==> src/rtl/add_sub_serial_obfs.sv <==
// Key-locked digit-serial adder/subtractor. Operands are held XOR-scrambled and
// unscrambled one digit at a time at the ALU; a wrong key runs a decoy state chain.
module add_sub_serial_obfs #(
  parameter int               WIDTH   = 16,
  parameter int               DIGIT   = 1,
  parameter int               KEY_W   = 8,
  parameter logic [KEY_W-1:0] KEY     = 8'hA5,
  parameter logic [WIDTH-1:0] A_MASK  = 16'h0032,
  parameter logic [WIDTH-1:0] B_MASK  = 16'hD5C5,
  parameter int               N_DECOY = 3
) (
  input  logic             clk,
  input  logic             rst,
  input  logic             start,
  input  logic             sub,
  input  logic [WIDTH-1:0] a,
  input  logic [WIDTH-1:0] b,
  input  logic [KEY_W-1:0] key,
  output logic             busy,
  output logic             done,
  output logic [WIDTH-1:0] out,
  output logic             cout,
  output logic             ovf
);

  localparam int NDIG  = WIDTH / DIGIT;
  localparam int CNT_W = (NDIG > 1) ? $clog2(NDIG) : 1;
  localparam int SW    = $clog2(N_DECOY + 3);
  localparam logic [CNT_W-1:0] LAST_DIGIT = CNT_W'(NDIG - 1);

  // Decoy states occupy the codes DECOY_0 .. DECOY_0+N_DECOY-1.
  typedef enum logic [SW-1:0] {IDLE, ADD, DONE, DECOY_0} state_t;
  localparam state_t DECOY_LAST = state_t'(N_DECOY + 2);

  state_t           state_reg;
  logic [WIDTH-1:0] a_reg;
  logic [WIDTH-1:0] b_reg;
  logic             sub_reg;
  logic             carry_reg;
  logic [CNT_W-1:0] count_reg;
  logic [WIDTH-1:0] out_reg;
  logic             cout_reg;
  logic             ovf_reg;

  logic [DIGIT-1:0] a_mask_dig [NDIG];
  logic [DIGIT-1:0] b_mask_dig [NDIG];

  genvar gi;
  generate
    for (gi = 0; gi < NDIG; gi++) begin : g_mask
      assign a_mask_dig[gi] = A_MASK[gi*DIGIT +: DIGIT];
      assign b_mask_dig[gi] = B_MASK[gi*DIGIT +: DIGIT];
    end
  endgenerate

  // Digit ALU: unscramble the low digit, invert b for subtraction, add with carry.
  logic [DIGIT-1:0] ad;
  logic [DIGIT-1:0] bd;
  logic [DIGIT-1:0] s;
  logic             c;

  always_comb begin
    ad     = a_reg[DIGIT-1:0] ^ a_mask_dig[count_reg];
    bd     = b_reg[DIGIT-1:0] ^ b_mask_dig[count_reg] ^ {DIGIT{sub_reg}};
    {c, s} = {1'b0, ad} + {1'b0, bd} + {{DIGIT{1'b0}}, carry_reg};
  end

  always_ff @(posedge clk) begin
    if (rst) begin
      state_reg <= IDLE;
      a_reg     <= '0;
      b_reg     <= '0;
      sub_reg   <= 1'b0;
      carry_reg <= 1'b0;
      count_reg <= '0;
      out_reg   <= '0;
      cout_reg  <= 1'b0;
      ovf_reg   <= 1'b0;
    end else begin
      case (state_reg)
        IDLE: begin
          if (start) begin
            a_reg   <= a ^ A_MASK;
            b_reg   <= b ^ B_MASK;
            sub_reg <= sub;
            if (key == KEY) begin
              carry_reg <= sub;
              count_reg <= '0;
              out_reg   <= '0;
              cout_reg  <= 1'b0;
              ovf_reg   <= 1'b0;
              state_reg <= ADD;
            end else begin
              state_reg <= DECOY_0;
            end
          end
        end
        ADD: begin
          out_reg   <= {s, out_reg[WIDTH-1:DIGIT]};
          a_reg     <= a_reg >> DIGIT;
          b_reg     <= b_reg >> DIGIT;
          carry_reg <= c;
          count_reg <= count_reg + 1'b1;
          if (count_reg == LAST_DIGIT) begin
            cout_reg  <= c;
            ovf_reg   <= (ad[DIGIT-1] == bd[DIGIT-1]) && (s[DIGIT-1] != ad[DIGIT-1]);
            state_reg <= DONE;
          end
        end
        DONE: state_reg <= IDLE;
        // Decoy chain; unused codes also walk forward and wrap back to IDLE.
        default: state_reg <= (state_reg == DECOY_LAST) ? IDLE : state_t'(state_reg + 1'b1);
      endcase
    end
  end

  assign busy = (state_reg != IDLE);
  assign done = (state_reg == DONE);
  assign out  = out_reg;
  assign cout = cout_reg;
  assign ovf  = ovf_reg;

endmodule
==> config.mk <==
export PLATFORM = sky130hd
export DESIGN_NAME = add_sub_serial_obfs
export DESIGN_NICKNAME = d
export VERILOG_FILES = /design/src/rtl/add_sub_serial_obfs.sv
export SDC_FILE = /design/constraint.sdc
export NUM_CORES = 1
export LEC_CHECK = 0
export BUFFER_PORTS_ARGS = -buffer_cell sky130_fd_sc_hd__buf_4
export CORE_MARGIN = 1
export CORE_UTILIZATION = 44
export CTS_CLUSTER_SIZE = 16
export DETAILED_ROUTE_END_ITERATION = 10
export GPL_TIMING_DRIVEN = 0
export PLACE_DENSITY = 0.68
export SYNTH_ARGS = -nofsm -noshare
export SYNTH_HDL_FRONTEND = slang
export SYNTH_SLANG_ARGS = --single-unit
==> constraint.sdc <==
create_clock -name clk -period 5.4 [get_ports clk]
set_clock_uncertainty 0.1 [all_clocks]
set_input_delay 1.08 -clock clk [delete_from_list [all_inputs] [get_ports clk]]
set_output_delay 1.08 -clock clk [all_outputs]
set_load 0.05 [all_outputs]
* Yosys cells after proc, flatten, opt, wreduce, memory -nomap -nowiden
Memories as Yosys holds them, arrays and structs flattened. Cells that the tools add are included.
Storage, ports and cells: register bits after elaboration 59, bits of input ports 44, memories 2, RAM bits 0, memory bits (read-only) 32, output and inout port bits 20, bits in latches 0
Memories:
- (no name shown) | depth 16, bits a word 1, read ports 1, clocked after memory_dff 0, write ports 0, line 64 | bd = b_reg[DIGIT-1:0] ^ b_mask_dig[count_reg] ^ {DIGIT{sub_reg}};
- (no name shown) | depth 16, bits a word 1, read ports 1, clocked after memory_dff 0, write ports 0, line 63 | ad = a_reg[DIGIT-1:0] ^ a_mask_dig[count_reg];
Cells by class: muxes and demuxes 28, magnitude comparators 1, divide/modulo/power cells 0, bitwise logic cells 6, shift-type cells 0, reduce and logical (&&, ||, !) cells 9, $add $sub $neg 4, equal/unequal tests 10, multiply operators 0
Operators by type and width (number):
- case mux 16 bit (2 select lines) | 3
- two-way mux 16 bit | 4
- two-way mux 1 bit | 10
- two-way mux 3 bit | 3
- inverter 9 bit | 1
- case mux 3 bit (3 select lines) | 1
- equality test 8 bit, second input constant | 1
- two-way mux 4 bit | 2
- case mux 4 bit (2 select lines) | 1
- != test 2 bit, second input constant | 3
- case mux 1 bit (2 select lines) | 3
- AND reduction 2 bit | 3
- greater-or-equal comparator 5 bit, second input constant | 1
- inverter 4 -> 5 bit | 1
- adder 4 x 1 -> 4 bit, second input constant | 1
- equality test 4 bit, second input constant | 1
- AND reduction 4 bit | 1
- adder 3 x 1 -> 3 bit, second input constant | 1
- equality test 3 x 1 -> 1 bit, second input constant | 1
- equality test 3 x 2 -> 1 bit, second input constant | 1
- equality test 3 bit, second input constant | 1
- zero test 3 bit | 1
- inverter 3 bit | 1
- AND reduction 3 bit | 1
- 9 further kinds | 11

* Depth between registers and ports, before layout
depth after elaboration 12, mapped depth 10, depth with buffers taken out 10

* Worst setup path before layout
No wires, ideal clock.
path kind input to register, from input key[6], to register out_reg[10] (netlist: out[10]), library setup time 0.060 ns, setup slack 3.163 ns, arrival time 2.077 ns, buffers on the path 1, stages 5, path through nand4bb_1 > nor3_1 > o21a_1 > clkbuf_1 > o221a_2
On the way: cells in the longest elaborated chain, start to end 3
Ends and longest elaborated chain:
- from (decl) | line 18 | input logic [KEY_W-1:0] key,
- equality test 8 bit | line 86 | if (key == KEY) begin
- != test 2 bit (no source line)
- AND reduction 3 bit (no source line)
- to (signal assigned) | line 99 | out_reg <= {s, out_reg[WIDTH-1:DIGIT]};
- to (decl) | line 41 | logic [WIDTH-1:0] out_reg;
No other way between the ends. A chain may end at the register's enable or synchronous reset.

* Final worst setup path
from register state_reg[0], to output busy
On the way: cells in the longest elaborated chain, start to end 1
Ends and longest elaborated chain:
- from (decl) | line 35 | state_t state_reg;
- from (signal assigned) | line 112 | default: state_reg <= (state_reg == DECOY_LAST) ? IDLE : state_t'(state_reg + 1'b1);
- nonzero test 3 bit | line 117 | assign busy = (state_reg != IDLE);
- to (decl) | line 19 | output logic busy,
No other way between the ends.

==> flow_summary.json <==
{
  "htreeDepth": 3,
  "synth.avg_cell_area_um2": 9.49,
  "area_growth_pct": 29.8,
  "period_share": 0.466,
  "tns_ps": 0,
  "routed_wl_um": 5760,
  "synthArstFlopShare": 0,
  "cp.arrival_ps": 1330,
  "hold_path.class": "register to register",
  "status": "finished clean",
  "tightest_slew_ps": 488,
  "fill_cells": 533,
  "hpwlAfterDp_um": 4060,
  "setup_viol": 0,
  "cts_resized": 0,
  "ios": 64,
  "syn_nets": 315,
  "worstSkewPairLatency_ps": 330,
  "gp_congestion": 0.744,
  "grt_max_degree": 11,
  "clkTransAtPathRegs_ps": 60,
  "die_w_um": 77.9,
  "yosysWarnings": 0,
  "drive_gt1_frac": 0.341,
  "critical_path_class": "register to output pin",
  "grt_pass1_wl_um": 9690,
  "core_area_um2": 5540,
  "grtUsageTotal": 0.206,
  "leakage_nw": 1.40,
  "finalHoldViolCount": 0,
  "die_h_um": 77.9,
  "grt_setup_unrepaired": "false",
  "drtIter0Drc": 137,
  "antenna_cells": 0,
  "fin_ws_ps": 2890,
  "antenna_found_initial": 0,
  "maxCapViolations": 0,
  "cts_root_buf": "clkbuf_8",
  "wl_per_cell_um": 13.8,
  "yosysSeqAreaShare": 0.466,
  "synth_area_um2": 2530,
  "grt_pass1_vias": 2149,
  "dr.pass1.iters": 5,
  "max_slew_margin": 0.674,
  "ys.flop_type": "dfxtp_1",
  "drv_slew": 0,
  "ant_nets": 0,
  "grt_overflow": 0,
  "drc": 0,
  "netlist_instances": 267,
  "port_buffers": 63,
  "synth-edff-count": 0,
  "crit_required_ps": 4220,
  "start_util": 0.458,
  "postCtsSetupBuffers": 0,
  "via_count": 2243,
  "clock.fmax_mhz": 398,
  "period_needed_ps": 2510,
  "tritoncts": "built",
  "rows": 27,
  "dp_worst_setup_slack_ps": 2820,
  "hold_buffers": 0,
  "fin_nets": 389,
  "numCtsBuffers": 9,
  "cp_max_fo": 9,
  "synth_seq_cells": 59,
  "worstSetupEndpointType": "output pin",
  "irDropWorstVdd_uv": 161,
  "start_kind": "register",
  "dieArea_um2": 6070,
  "cts_sinks": 59,
  "via_per_inst": 5.37,
  "cts.path.max_buffers": 2,
  "p_per_area_nw_per_um2": 357,
  "ys_types": 44
}
## worst paths after layout
check	from	endpoint	slack, ps	cells after the start
max	state_reg[0]	busy	2890	3
min	a_reg[12]	a_reg[12]	350	2
max reg2reg	count_reg[0]	out[15]	3220	6
min reg2reg	a_reg[12]	a_reg[12]	350	2
## Yosys cell counts (5+ instances only)
library cell | number | share of area
nor3_1 | 5 | 0.0099
dfxtp_1 | 59 | 0.47
buf_6 | 6 | 0.027
buf_2 | 7 | 0.014
nor2_1 | 37 | 0.055
a21oi_1 | 23 | 0.045
o221a_2 | 16 | 0.071
a22oi_1 | 16 | 0.047
nand2b_1 | 8 | 0.020
a221oi_1 | 8 | 0.028
nand2_1 | 27 | 0.040
clkbuf_1 | 6 | 0.0089
## placed cells by master, fill, tap and decap left out, types with 7 or more instances in the layout
cell / Yosys / final
buf_4: 2 / 65
dfxtp_1: 59 / 59
nor2_1: 37 / 37
nand2_1: 27 / 27
a21oi_1: 23 / 23
a22oi_1: 16 / 16
o221a_2: 16 / 16
clkbuf_8: 0 / 13
nand2b_1: 8 / 8
clkbuf_1: 6 / 8
a221oi_1: 8 / 8
buf_2: 7 / 7
## final cells by class
cell class	count	area, µm²	area share
buffer	21	140	0.0426
clock buffer	15	186	0.0567
clock inverter	1	5.00	0.00152
inverter	3	11.3	0.00342
multi-input combinational	184	1200	0.366
sequential	59	1180	0.359
tap	72	90.1	0.0274
timing repair buffer	63	473	0.144
## stage by stage
stage	hold slack (ps)	util	cells	total power, mW	cell area (µm²)
after detailed placement	348	0.559	402	0.802	3100
after floorplan	336	-	267	0.714	2530
after CTS	357	0.594	418	1.18	3290
after global placement	344	0.559	402	0.798	3100
after global routing	377	0.594	418	1.23	3290
final	354	0.594	418	1.17	3290
## where the power goes
| part | total (mW) | leakage [nW] | internal, mW | switching [mW] |
|---|---|---|---|---|
| logic | 0.286 | 0.814 | 0.120 | 0.166 |
| clock network | 0.380 | 0.0997 | 0.217 | 0.164 |
| registers | 0.507 | 0.484 | 0.478 | 0.0295 |
| total | 1.17 | 1.40 | 0.815 | 0.359 |
## cell families after synthesis
group	share of synthesized area
buffers and inverters	0.0597
adders and majority gates	0.0227
AOI/OAI and AO/OA	0.245
xor gates and xnor gates	0.0138
DFF	0.466
and+or+nand+nor	0.185
muxes	0.00790
## layer usage
metal | part of all wire | wire length [µm] | track usage
met3 | 0.046 | 264 | 0.0635
met5 | 0 | 0 | 0
met2 | 0.46 | 2650 | 0.323
met1 | 0.48 | 2770 | 0.264
met4 | 0.012 | 68 | 0.0796
## worst max-delay path, stage by stage, from the launching register on
cell and delay [ps]:
dfxtp_1 300, buf_4 150, or3_1 370, buf_4 190
No activity file was read; power rests on OpenSTA's default activity.
